## src/rtl/pcs_rx_receive_if.sv

```systemverilog
// Bundles the synchronization-side inputs and GMII-side outputs of the PCS receive block.
interface pcs_rx_receive_if;
    logic       SYNC_STATUS;
    logic [9:0] RX_CODE_GROUP;
    logic [7:0] RXD;
    logic       RX_DV;
    logic       RX_ER;
    logic       RECEIVING;

    modport master (
        output SYNC_STATUS,
        output RX_CODE_GROUP,
        input  RXD,
        input  RX_DV,
        input  RX_ER,
        input  RECEIVING
    );

    modport slave (
        input  SYNC_STATUS,
        input  RX_CODE_GROUP,
        output RXD,
        output RX_DV,
        output RX_ER,
        output RECEIVING
    );
endinterface

```

## src/rtl/pcs_rx_receive.sv

```systemverilog
// 1000BASE-X PCS receive path: 8b/10b decode plus a reduced receive state machine
// driving registered GMII-side RXD/RX_DV/RX_ER/RECEIVING.
//
// state           | meaning
// ----------------+----------------------------------------------------------
// LINK_FAILED     | no code-group alignment; all outputs held low
// WAIT_FOR_K      | hunting for a K28.5 comma
// RX_K            | K28.5 seen; expecting the idle data octet (D16.2 / D5.6)
// IDLE_D          | complete idle ordered set seen; /S/ may start a packet
// START_OF_PACKET | /S/ accepted; preamble octet 0x55 presented
// RECEIVE         | in packet; data octets forwarded
// TRI_RRI         | /T/ seen; absorbing /R/ until the next comma
module pcs_rx_receive #(
    parameter bit IDLE_CHECK = 1'b1
) (
    input  logic              CLK,
    input  logic              RESET,
    pcs_rx_receive_if.slave   rx
);

    localparam logic [2:0] LINK_FAILED     = 3'd0;
    localparam logic [2:0] WAIT_FOR_K      = 3'd1;
    localparam logic [2:0] RX_K            = 3'd2;
    localparam logic [2:0] IDLE_D          = 3'd3;
    localparam logic [2:0] START_OF_PACKET = 3'd4;
    localparam logic [2:0] RECEIVE         = 3'd5;
    localparam logic [2:0] TRI_RRI         = 3'd6;

    logic [2:0] state, state_nxt;
    logic [7:0] rxd_nxt;
    logic       rx_dv_nxt, rx_er_nxt, receiving_nxt;

    logic [5:0] g6;
    logic [3:0] g4;
    logic [4:0] edcba;
    logic [2:0] hgf;
    logic       v6, v4, k28_6, alt7;
    logic       is_data, is_k28_5, is_s, is_t, is_r, k_x7;
    logic [7:0] dec;

    assign g6 = rx.RX_CODE_GROUP[9:4];
    assign g4 = rx.RX_CODE_GROUP[3:0];

    // 6b -> 5b lookup, both running-disparity columns; K28 flagged separately
    always_comb begin
        edcba = 5'd0;
        v6    = 1'b1;
        k28_6 = 1'b0;
        case (g6)
            6'b100111, 6'b011000: edcba = 5'd0;
            6'b011101, 6'b100010: edcba = 5'd1;
            6'b101101, 6'b010010: edcba = 5'd2;
            6'b110001:            edcba = 5'd3;
            6'b110101, 6'b001010: edcba = 5'd4;
            6'b101001:            edcba = 5'd5;
            6'b011001:            edcba = 5'd6;
            6'b111000, 6'b000111: edcba = 5'd7;
            6'b111001, 6'b000110: edcba = 5'd8;
            6'b100101:            edcba = 5'd9;
            6'b010101:            edcba = 5'd10;
            6'b110100:            edcba = 5'd11;
            6'b001101:            edcba = 5'd12;
            6'b101100:            edcba = 5'd13;
            6'b011100:            edcba = 5'd14;
            6'b010111, 6'b101000: edcba = 5'd15;
            6'b011011, 6'b100100: edcba = 5'd16;
            6'b100011:            edcba = 5'd17;
            6'b010011:            edcba = 5'd18;
            6'b110010:            edcba = 5'd19;
            6'b001011:            edcba = 5'd20;
            6'b101010:            edcba = 5'd21;
            6'b011010:            edcba = 5'd22;
            6'b111010, 6'b000101: edcba = 5'd23;
            6'b110011, 6'b001100: edcba = 5'd24;
            6'b100110:            edcba = 5'd25;
            6'b010110:            edcba = 5'd26;
            6'b110110, 6'b001001: edcba = 5'd27;
            6'b001110:            edcba = 5'd28;
            6'b101110, 6'b010001: edcba = 5'd29;
            6'b011110, 6'b100001: edcba = 5'd30;
            6'b101011, 6'b010100: edcba = 5'd31;
            6'b001111, 6'b110000: begin
                edcba = 5'd28;
                v6    = 1'b0;
                k28_6 = 1'b1;
            end
            default:              v6 = 1'b0;
        endcase
    end

    // 4b -> 3b lookup; alt7 marks the A7 pattern that doubles as the K.x.7 suffix
    always_comb begin
        hgf  = 3'd0;
        v4   = 1'b1;
        alt7 = 1'b0;
        case (g4)
            4'b1011, 4'b0100: hgf = 3'd0;
            4'b1001:          hgf = 3'd1;
            4'b0101:          hgf = 3'd2;
            4'b1100, 4'b0011: hgf = 3'd3;
            4'b1101, 4'b0010: hgf = 3'd4;
            4'b1010:          hgf = 3'd5;
            4'b0110:          hgf = 3'd6;
            4'b1110, 4'b0001: hgf = 3'd7;
            4'b0111, 4'b1000: begin
                hgf  = 3'd7;
                alt7 = 1'b1;
            end
            default:          v4 = 1'b0;
        endcase
    end

    // A7 after the 6b codes of 23/27/29/30 is a control group, never data;
    // K30.7 and every K28.y other than K28.5 fall through as invalid.
    assign k_x7     = v6 && alt7 && (edcba == 5'd23 || edcba == 5'd27 ||
                                     edcba == 5'd29 || edcba == 5'd30);
    assign is_k28_5 = k28_6 && (g4 == 4'b1010 || g4 == 4'b0101);
    assign is_s     = k_x7 && (edcba == 5'd27);
    assign is_t     = k_x7 && (edcba == 5'd29);
    assign is_r     = k_x7 && (edcba == 5'd23);
    assign is_data  = v6 && v4 && !k_x7;
    assign dec      = {hgf, edcba};

    // Next state and next registered outputs; sync loss overrides everything
    always_comb begin
        state_nxt     = state;
        rxd_nxt       = 8'h00;
        rx_dv_nxt     = 1'b0;
        rx_er_nxt     = 1'b0;
        receiving_nxt = 1'b0;
        if (!rx.SYNC_STATUS) begin
            state_nxt = LINK_FAILED;
        end else begin
            case (state)
                LINK_FAILED: state_nxt = WAIT_FOR_K;
                WAIT_FOR_K: begin
                    if (is_k28_5) state_nxt = RX_K;
                end
                RX_K: begin
                    if (is_data && (dec == 8'h50 || dec == 8'hC5)) begin
                        state_nxt = IDLE_D;
                    end else if (!IDLE_CHECK && is_s) begin
                        state_nxt     = START_OF_PACKET;
                        rxd_nxt       = 8'h55;
                        rx_dv_nxt     = 1'b1;
                        receiving_nxt = 1'b1;
                    end else begin
                        state_nxt = WAIT_FOR_K;
                    end
                end
                IDLE_D: begin
                    if (is_k28_5) begin
                        state_nxt = RX_K;
                    end else if (is_s) begin
                        state_nxt     = START_OF_PACKET;
                        rxd_nxt       = 8'h55;
                        rx_dv_nxt     = 1'b1;
                        receiving_nxt = 1'b1;
                    end else begin
                        state_nxt = WAIT_FOR_K;
                    end
                end
                START_OF_PACKET, RECEIVE: begin
                    if (is_data) begin
                        state_nxt     = RECEIVE;
                        rxd_nxt       = dec;
                        rx_dv_nxt     = 1'b1;
                        receiving_nxt = 1'b1;
                    end else if (is_t) begin
                        state_nxt = TRI_RRI;
                    end else if (is_k28_5) begin
                        state_nxt = RX_K;
                        rx_er_nxt = 1'b1;
                    end else begin
                        // invalid or out-of-place control group: flag and keep receiving
                        state_nxt     = RECEIVE;
                        rx_dv_nxt     = 1'b1;
                        rx_er_nxt     = 1'b1;
                        receiving_nxt = 1'b1;
                    end
                end
                TRI_RRI: begin
                    if (is_k28_5)  state_nxt = RX_K;
                    else if (!is_r) state_nxt = WAIT_FOR_K;
                end
                default: state_nxt = LINK_FAILED;
            endcase
        end
    end

    // State and output registers with asynchronous active-low clear
    always_ff @(posedge CLK or negedge RESET) begin
        if (!RESET) begin
            state        <= LINK_FAILED;
            rx.RXD       <= 8'h00;
            rx.RX_DV     <= 1'b0;
            rx.RX_ER     <= 1'b0;
            rx.RECEIVING <= 1'b0;
        end else begin
            state        <= state_nxt;
            rx.RXD       <= rxd_nxt;
            rx.RX_DV     <= rx_dv_nxt;
            rx.RX_ER     <= rx_er_nxt;
            rx.RECEIVING <= receiving_nxt;
        end
    end

endmodule

```

## src/flat_wrapper.sv

```systemverilog
// flat-port wrapper written by rule: the top's interface ports become plain ports
module pcs_rx_receive_flat 
#(
    parameter bit IDLE_CHECK = 1'b1
)
  (CLK, RESET, rx_SYNC_STATUS, rx_RX_CODE_GROUP, rx_RXD, rx_RX_DV, rx_RX_ER, rx_RECEIVING);
  pcs_rx_receive_if rx_i ();
  input  logic CLK;
  input  logic RESET;
  input wire logic [$bits(rx_i.SYNC_STATUS)-1:0] rx_SYNC_STATUS;
  input wire logic [$bits(rx_i.RX_CODE_GROUP)-1:0] rx_RX_CODE_GROUP;
  output wire logic [$bits(rx_i.RXD)-1:0] rx_RXD;
  output wire logic [$bits(rx_i.RX_DV)-1:0] rx_RX_DV;
  output wire logic [$bits(rx_i.RX_ER)-1:0] rx_RX_ER;
  output wire logic [$bits(rx_i.RECEIVING)-1:0] rx_RECEIVING;
  assign rx_i.SYNC_STATUS = rx_SYNC_STATUS;
  assign rx_i.RX_CODE_GROUP = rx_RX_CODE_GROUP;
  assign rx_RXD = rx_i.RXD;
  assign rx_RX_DV = rx_i.RX_DV;
  assign rx_RX_ER = rx_i.RX_ER;
  assign rx_RECEIVING = rx_i.RECEIVING;
  pcs_rx_receive #(.IDLE_CHECK(IDLE_CHECK)) u_core (.CLK(CLK), .RESET(RESET), .rx(rx_i));
endmodule
```

## config.mk

```make
export PLATFORM = sky130hd
export DESIGN_NAME = pcs_rx_receive_flat
export DESIGN_NICKNAME = d
export VERILOG_FILES = /design/src/rtl/pcs_rx_receive_if.sv /design/src/rtl/pcs_rx_receive.sv /design/src/flat_wrapper.sv
export SDC_FILE = /design/constraint.sdc
export NUM_CORES = 1
export LEC_CHECK = 0
export CAP_MARGIN = 20
export CORE_AREA = 8 8 81 83
export DETAILED_ROUTE_END_ITERATION = 16
export DIE_AREA = 0 0 89 91
export PLACE_DENSITY = 0.51
export RECOVER_POWER = 25
export SYNTH_ARGS = -nofsm -noshare
export SYNTH_HDL_FRONTEND = slang
export SYNTH_SLANG_ARGS = --single-unit
```

## constraint.sdc

```tcl
create_clock -name CLK -period 1.8 [get_ports CLK]
set_input_delay 0.27 -clock CLK [delete_from_list [all_inputs] [get_ports CLK]]
set_output_delay 0.27 -clock CLK [all_outputs]
set_load 0.1 [all_outputs]
```

Word level (Yosys, flattened, before mapping)
Cells that the tools add are included.
Storage, ports and cells
  flip-flop bits (word level): 13
  input bits: 13
  output and inout bits: 11
  word-level logic and storage cells: 152
Operators by class
  equal/unequal tests: 76
  multiplexer cells: 33
  reductions and logical operators: 39
Operators with widths (number)
  case mux 5 bit (31 select lines): 1
  equality test 6 bit, second input constant: 24
  equality test 6 x 5 -> 1 bit, second input constant: 14
  OR reduction 46 bit: 1
  equality test 6 x 4 -> 1 bit, second input constant: 7
  OR reduction 2 bit: 18
  equality test 4 bit, second input constant: 7
  two-way mux 3 bit: 9
  two-way mux 8 bit: 3
  case mux 3 bit (7 select lines): 1
  equality test 5 bit, second input constant: 4
  equality test 6 x 3 -> 1 bit, second input constant: 3
  case mux 3 bit (6 select lines): 1
  equality test 4 x 3 -> 1 bit, second input constant: 4
  case mux 8 bit (2 select lines): 1
  two-way mux 1 bit: 14
  OR reduction 14 bit: 1
  equality test 3 bit, second input constant: 3
  logical AND 1 bit: 9
  equality test 4 x 2 -> 1 bit, second input constant: 2
  equality test 8 x 7 -> 1 bit, second input constant: 1
  equality test 8 bit, second input constant: 1
  two-way mux 7 bit: 1
  equality test 3 x 2 -> 1 bit, second input constant: 2
  other kinds (12): 16

Longest topological paths before layout
Gate-level depths: netlist of run 1.
  word-level depth: 14
  mapped depth: 8
  mapped depth without buffers: 6

Worst setup path before layout of run 1
OpenSTA, ideal clock, no wires.
  path type: input-to-reg
  from: input rx_RX_CODE_GROUP[9]
  to: register u_core.rx.RXD[4]
  library setup time: 0.092 ns
  data arrival time: 1.629 ns
  required time: 1.708 ns
  path slack: 0.079 ns
  cell stages on the path: 7
  path buffers: 1
  cells stage by stage: buf_2 -> or2_2 -> o22ai_1 -> or3_1 -> a211oi_2 -> nand3_2 -> o31ai_2
On the way
  longest elaborated chain between the ends: 13
  elaborated cells between the ends (all ways): 86
  classes of those cells: eq/ne: 52; mux: 8; reduce/logical: 26
Ends and longest elaborated chain
  start: declaration: RTL line flat_wrapper.sv:11  | input wire logic [$bits(rx_i.RX_CODE_GROUP)-1:0] rx_RX_CODE_GROUP;
  equality test 6 x 4 -> 1 bit, or another cell as far along: RTL line pcs_rx_receive.sv:49  | case (g6)
  OR reduction 3 bit (no line), or another cell as far along
  case mux 5 bit (31 select lines): RTL line pcs_rx_receive.sv:49
  equality test 5 bit, on equally long branches: RTL line pcs_rx_receive.sv:115, pcs_rx_receive.sv:118
  logical OR 1 bit (2 in a row): RTL line pcs_rx_receive.sv:115  | assign k_x7 = v6 && alt7 && (edcba == 5'd23 || edcba == 5'd27 ||
  logical OR 1 bit: RTL line pcs_rx_receive.sv:116  | edcba == 5'd29 || edcba == 5'd30);
  logical AND 1 bit: RTL line pcs_rx_receive.sv:115
  logical AND 1 bit or logical NOT 1 bit (tied branches): RTL line pcs_rx_receive.sv:118, pcs_rx_receive.sv:121
  two-way mux 7 bit or logical AND 1 bit (tied branches): RTL line pcs_rx_receive.sv:154, pcs_rx_receive.sv:121
  two-way mux 8 bit, on equally long branches: RTL line pcs_rx_receive.sv:152, pcs_rx_receive.sv:164
  case mux 8 bit (2 select lines) (*): RTL line pcs_rx_receive.sv:134  | case (state)
  two-way mux 8 bit (*): RTL line pcs_rx_receive.sv:131  | if (!rx.SYNC_STATUS) begin
  net u_core.rxd_nxt[4]: RTL line pcs_rx_receive.sv:30  | logic [7:0] rxd_nxt;
  end signal: assignment: RTL line pcs_rx_receive.sv:201  | rx.RXD <= rxd_nxt;
  end: declaration: RTL line pcs_rx_receive_if.sv:22  | output RXD,
The timed path passes the listed nets; every way through them passes the cells marked *.
A chain may end at the register's enable or synchronous reset.

Worst setup path in the final report of run 1
  from: input rx_RX_CODE_GROUP[3]
  to: register u_core.state[1]
On the way
  longest elaborated chain between the ends: 11
  elaborated cells between the ends (all ways): 46
  classes of those cells: eq/ne: 18; mux: 11; reduce/logical: 17
Ends and longest elaborated chain
  branches (longest 11 deep; another with equality test 8 x 7 -> 1 bit)
  end signal: assignment: RTL line pcs_rx_receive.sv:200  | state <= state_nxt;
  end: declaration: RTL line pcs_rx_receive.sv:29  | logic [2:0] state, state_nxt;
Parallel ways; which one is timed is not known.

==> metrics.csv, run 1 <==
stage,metric,value,unit
floorplanning,die_area,8100,um^2
floorplanning,ioPinCount,24,
timing,min_period_over_period,99.3,%
place,hpwl,3.59,mm
setup_path,r2r_slack,0.20,ns
yosys,yosysWarningCount,0,
yosys,ys_ff_latch,13,
cts,root_buffer,clkbuf_8,
yosys,yosysUniqueCellTypes,63,
yosys,syn_inst,197,
drt,ant_nets,0,
drt,via_count,1788,
setup_path,ff2ff_path_depth,6,
timing,final-setup-viol-count,0,
final_layout,instances_no_fill,344,
yosys,synth_flop_cell,dfrtp_1,
final_layout,area_growth,54.6,%
floorplanning,start_util,28.5,%
yosys,syn_nets,210,
place,place_inst,334,
power,power,0.000931,W
power,powerDensity,396,nW/um^2
cts,path_clk_slew,0.05,ns
grt,gr-total-overflow,0,
grt,antenna_found_initial,0,
grt,gr-usage-all-layers,12.1,%
floorplanning,fp.dieH,91,um
final_layout,num-fill-cells,571,
job,drv_cap,0,
timing,fin_worst_skew,0.00231,ns
place,placed_area,2130,um^2
final_layout,fin_area,2350,um^2
yosys,synth.largest_area_cell,dfrtp_1,
timing,timing.slew.headroom,62.0,%
final_layout,drive_gt1_share,44.9,%
cts,cts_buffers,3,
setup_path,cp-start-kind,input pin,
setup_path,reg2reg_from,u_core.state[0],
setup_path,crit_fanout,4,
timing,drv_slew,0,
yosys,synth_area_leaders,"dfrtp_1 (21%), buf_6 (5.2%), a21oi_1 (4.9%)",
timing,final-hold-violation-count,0,
final_layout,fin_util,44.0,%
drt,drc,0,
floorplanning,core-area,5340,um^2
yosys,avgSynthCellArea,7.72,um^2
setup_path,path_class,input pin to flip-flop,
place,port-buffer-count,23,
power,p_leak,1.01,nW
floorplanning,rows,27,
yosys,netlist_area,1520,um^2
timing,rsz0062_at_grt,yes,
cts,clock_latency,0.24,ns
final_layout,nets,286,
yosys,synth_top_cell_area_share,21.4,%
power,ir_worst_vdd,0.159,mV
drt,drtIter0Drc,51,
cts,ctsLongestPathBuffers,2,
timing,period_needed,1.79,ns
yosys,synth_edf_count,0,
cts,cts_sinks,13,
yosys,synth_common_cells,"a21oi_1 (15), nand2_1 (15), nand3_1 (15), dfrtp_1 (13), nor2_1 (12)",
grt,grt_pass1_wl,8.14,mm
floorplanning,fp.dieW,89,um
drt,drt_first_pass_iters,4,
drt,drt-vias-per-instance,5.20,
setup_path,crit_arrival,1.95,ns
setup_path,rr_endpoint,u_core.state[1],
yosys,yosysSeqAreaShare,21.4,%
grt,grt_max_degree,14,
cts,htree_levels,1,
timing,worst_pin_slew,0.569,ns
yosys,ys_async_sr_fraction,100,%
drt,wl_per_cell,14.0,um
place,gp_congestion,0.864,
run_status,outcome,finished clean,
final_layout,num_antenna_cells,0,
grt,first_global_vias,1768,
drt,drt_wl_total,4.82,mm
worst_hold_path,hold_class,input pin to async pin,
cts,tritoncts,done,
setup_path,end_kind,flip-flop,
setup_path,crit_required,1.97,ns
timing,max_freq,559,MHz
final cells by class:
type	instances	area [um^2]	area share [%]
clock buffer	4	45.0	1.92
multi-input combinational	158	1150	49.0
inverter	8	30.0	1.28
tap	72	90.1	3.83
timing repair buffer	89	708	30.1
sequential	13	325	13.8
timing repair:
item                                   4_1_cts  5_1_grt
resized for setup                           54       19
setup buffers                                6        0
pin swaps                                   12       12
endpoints found under the hold margin        0        0
setup endpoints to repair                   13       12
hold buffers                                 0        0
gates cloned                                 1        0
report_power, final:
part | total (W) | internal, W | switching [W] | leakage (nW)
clock network | 0.000251 | 0.000156 | 0.0000950 | 0.0228
logic | 0.000381 | 0.000187 | 0.000194 | 0.808
registers | 0.000299 | 0.000295 | 0.00000399 | 0.179
total | 0.000931 | 0.000638 | 0.000293 | 1.01
state kept, by name, summed over array words and instances, names as in the netlist:
signal               flops
u_core.state             3
u_core.rx.RECEIVING      1
u_core.rx.RXD            8
u_core.rx.RX_ER          1
worst max-delay path, cell delays in order:
cell and delay [ns]:
dlygate4sd2_1 0.27, buf_4 0.14, nand2b_1 0.18, buf_4 0.15, or4_1 0.49, a31oi_1 0.20, a2111oi_0 0.10, o21bai_1 0.15
through the flow:
step / worst slack [ns] / setup TNS, ns / hold slack (ns)
final: 0.0123 / 0 / 0.466
after global routing: -0.0466 / -0.114 / 0.510
after CTS: 0.00177 / 0 / 0.421
after detailed placement: -0.702 / -7.93 / 0.677
after global placement: -0.733 / -7.84 / 0.683
after floorplan: 0.0792 / 0 / -0.0256
layer usage:
metal	share of wire, %	routed length, um	global-route usage (%)
met4	2.1	99	5.27
met2	46	2210	18.6
met1	48	2300	16.3
met3	4.4	210	1.62
met5	0	0	0
how the worst max path moves through the flow:
stage,from,end,slack [ns],cells past startpoint
final,rx_RX_CODE_GROUP[3],u_core.state[1],0.01,8
after global routing,rx_RX_CODE_GROUP[7],u_core.state[2],-0.05,9
after CTS,rx_RX_CODE_GROUP[3],u_core.state[1],0.002,8
after detailed placement,rx_RX_CODE_GROUP[6],u_core.state[1],-0.70,7
after global placement,rx_RX_CODE_GROUP[6],u_core.state[2],-0.73,7
after floorplan,rx_RX_CODE_GROUP[9],u_core.rx.RXD[4],0.08,7
layout by cell type, fill, tap and decap left out, types with 3 or more instances in the layout:
cell type / instances
buf_2: 5
nand2b_1: 3
nor2_1: 9
mux2i_1: 3
nor4_2: 4
nor2_2: 3
nand3_1: 14
nor3_1: 4
nor2b_1: 6
nand2_1: 13
dfrtp_1: 13
a21oi_1: 13
buf_6: 8
clkbuf_8: 3
buf_4: 69
inv_1: 8
o21ai_0: 8
a21oi_2: 3
o22ai_1: 3
a31oi_1: 6
or4_1: 3
cell families after synthesis:
logic type	Yosys count	synth area share [%]
flip-flops	13	21.4
AND/OR/NAND/NOR	85	32.3
XOR/XNOR	4	2.30
buffers and inverters	26	10.7
AO/OA/AOI/OAI	66	31.4
multiplexers	3	1.98
Note: power is estimated with default switching activity, not from simulation.
==> inputs of run 2 (changes only) <==
--- a/config.mk
+++ b/config.mk
@@ -6,10 +6,10 @@
 export NUM_CORES = 1
 export LEC_CHECK = 0
 export CAP_MARGIN = 20
-export CORE_AREA = 8 8 81 83
+export CORE_AREA = 8 8 89 75
 export DETAILED_ROUTE_END_ITERATION = 16
-export DIE_AREA = 0 0 89 91
-export PLACE_DENSITY = 0.51
+export DIE_AREA = 0 0 97 83
+export PLACE_DENSITY = 0.52
 export RECOVER_POWER = 25
 export SYNTH_ARGS = -nofsm -noshare
 export SYNTH_HDL_FRONTEND = slang
==> run 2 against run 1 <==
  * Sequential cell count stayed put
  * Sequential share of layout area is 0.49 points lower
  * Utilization is 2.3 points higher
  * Hold slack worse by 0.019 ns
==> metrics.csv, run 2 (synthesized netlist as in run 1, its figures left out) <==
stage,metric,value,unit,change
cts,htree_levels,1,,unchanged
cts,cts_sinks,13,,unchanged
power,power,0.000974,W,+4.6%
final_layout,most-common-layout-cells,"buf_4 (71), nand2_1 (14), dfrtp_1 (13), a21oi_1 (12), nand3_1 (12)",,
floorplanning,fp.dieW,97,um,+9.0%
setup_path,crit_fanout,8,,+4
final_layout,largest_reg_flops,8,,unchanged
floorplanning,die_area,8050,um^2,-0.59%
cts,ctsLongestPathBuffers,2,,unchanged
worst_hold_path,hold_depth,4,,
job,drv_cap,0,,unchanged
power,powerDensity,400,nW/um^2,+0.92%
final_layout,num-fill-cells,509,,-11%
timing,drv_slew,0,,unchanged
worst_hold_path,hold_class,input pin to flip-flop,,
grt,gr-total-overflow,0,,unchanged
cts,cts_buffers,3,,unchanged
setup_path,end_kind,flip-flop,,
setup_path,r2r_slack,0.23,ns,+0.03 ns
final_layout,nets,286,,unchanged
run_status,outcome,finished clean,,
grt,antenna_found_initial,0,,unchanged
final_layout,area_growth,60.2,%,
setup_path,rr_endpoint,u_core.state[1],,
cts,clock_latency,0.25,ns,about the same
place,pre_cts_slack,-0.722,ns,-0.0193 ns
setup_path,crit_required,1.98,ns,about the same
cts,path_clk_slew,0.06,ns,about the same
power,p_leak,1.03,nW,+1.6%
place,hpwl,3.75,mm,+4.5%
timing,fin_worst_skew,0.00680,ns,+0.00449 ns
setup_path,path_class,input pin to flip-flop,,
final_layout,drive_gt1_share,48.2,%,+3.3 points
final_layout,multi_input_area,1270,um^2,+10%
final_layout,num_antenna_cells,0,,unchanged
drt,drt_first_pass_iters,4,,unchanged
timing,min_period_over_period,95.9,%,-3.4 points
timing,final-hold-violation-count,0,,unchanged
cts,root_buffer,clkbuf_8,,
power,ir_worst_vdd,0.334,mV,+110%
cts,tritoncts,done,,
drt,ant_nets,0,,unchanged
grt,gr-usage-all-layers,12.3,%,+0.23 points
drt,wl_per_cell,15.0,um,+7.1%
timing,fin_ws,0.0733,ns,+0.0610 ns
setup_path,reg2reg_from,u_core.state[0],,
drt,drt-vias-per-instance,5.39,,+3.8%
floorplanning,core-area,5260,um^2,-1.5%
final_layout,largest_register,u_core.rx.RXD,,
grt,grt_max_degree,14,,unchanged
timing,worst_pin_slew,0.589,ns,+0.0201 ns
grt,first_global_vias,1736,,-1.8%
floorplanning,rows,24,,-11%
floorplanning,fp.dieH,83,um,-8.8%
timing,rsz0062_at_grt,yes,,
timing,final-setup-viol-count,0,,unchanged
drt,drt_wl_total,5.06,mm,+4.9%
final_layout,top_regs,"u_core.rx.RXD x8, u_core.state x3",,
setup_path,ff2ff_path_depth,6,,unchanged
drt,via_count,1818,,+1.7%
timing,max_freq,579,MHz,+3.5%
final_layout,ff_latch_area,325,um^2,unchanged
cts,hold_buffers,0,,unchanged
place,port-buffer-count,23,,unchanged
grt,grt_pass1_wl,8.56,mm,+5.2%
setup_path,crit_arrival,1.90,ns,-0.05 ns
timing,period_needed,1.73,ns,-0.0610 ns
floorplanning,ioPinCount,24,,unchanged
place,gp_congestion,0.908,,+5.1%
worst_hold_path,hp-start,rx_RX_CODE_GROUP[3],,
setup_path,cp-start-kind,input pin,,
worst_hold_path,hold_end,u_core.rx.RXD[5],,
final_layout,mostFrequentLayoutCell,buf_4,,
drt,drc,0,,unchanged
drt,drtIter0Drc,130,,+150%
timing,timing.slew.headroom,60.4,%,-1.5 points
floorplanning,start_util,28.9,%,+0.45 points
run 2: worst max-delay path by stage:
| stage | start | endpoint | slack [ns] | cells after the start |
|---|---|---|---|---|
| finish | rx_RX_CODE_GROUP[8] | u_core.state[1] | 0.07 | 9 |
| global route | rx_RX_CODE_GROUP[2] | u_core.state[1] | -0.03 | 8 |
| CTS | rx_RX_CODE_GROUP[9] | u_core.rx.RXD[4] | 0.02 | 8 |
| detailed placement | rx_RX_CODE_GROUP[5] | u_core.state[2] | -0.72 | 9 |
| global placement | rx_RX_CODE_GROUP[5] | u_core.state[2] | -0.76 | 9 |
| floorplan | rx_RX_CODE_GROUP[9] | u_core.rx.RXD[4] | 0.08 | 7 |
run 2: critical path: stages:
cell,delay (ns)
buf_4,0.16
buf_8,0.14
nand3b_1,0.20
buf_4,0.17
o32a_1,0.31
or3_4,0.35
nand2_1,0.08
a2111oi_1,0.07
o21bai_1,0.14
run 2: layer usage:
metal / GRT usage [%] / up-vias / wire length [um]
li1: - / 901 / -
met1: 17.7 / 835 / 2480
met2: 17.5 / 73 / 2150
met3: 2.40 / 9 / 351
met4: 4.60 / 0 / 78
met5: 0 / - / 0
run 2: final cells by class:
type | count | share of cell area (%)
multi-input combinational | 159 | 52.0
sequential | 13 | 13.4
timing repair buffer | 88 | 28.2
clock buffer | 4 | 1.85
inverter | 8 | 1.23
tap | 65 | 3.34
run 2: through the flow:
step	TNS (ns)	hold WS [ns]	instance area [um^2]	utilization [%]	std cells
after global placement	-7.91	0.671	2100	40.0	324
after detailed placement	-7.91	0.673	2100	40.0	324
after global routing	-0.0789	0.479	2440	46.4	337
after CTS	0	0.417	2280	43.4	332
after floorplan	0	-0.0256	1520	-	197
final	0	0.447	2440	46.4	337
run 2: power breakdown:
part	internal (W)	total (W)	switching, W
combinational	0.000201	0.000414	0.000212
sequential	0.000295	0.000299	0.00000401
clock	0.000156	0.000261	0.000105
total	0.000653	0.000974	0.000321
run 2: repair_timing:
action                                  CTS  global route
buffers inserted                          3             6
gates resized for setup                  47            54
pin swaps                                 8            18
cloned                                    1             0
endpoints found under the setup margin   13            12
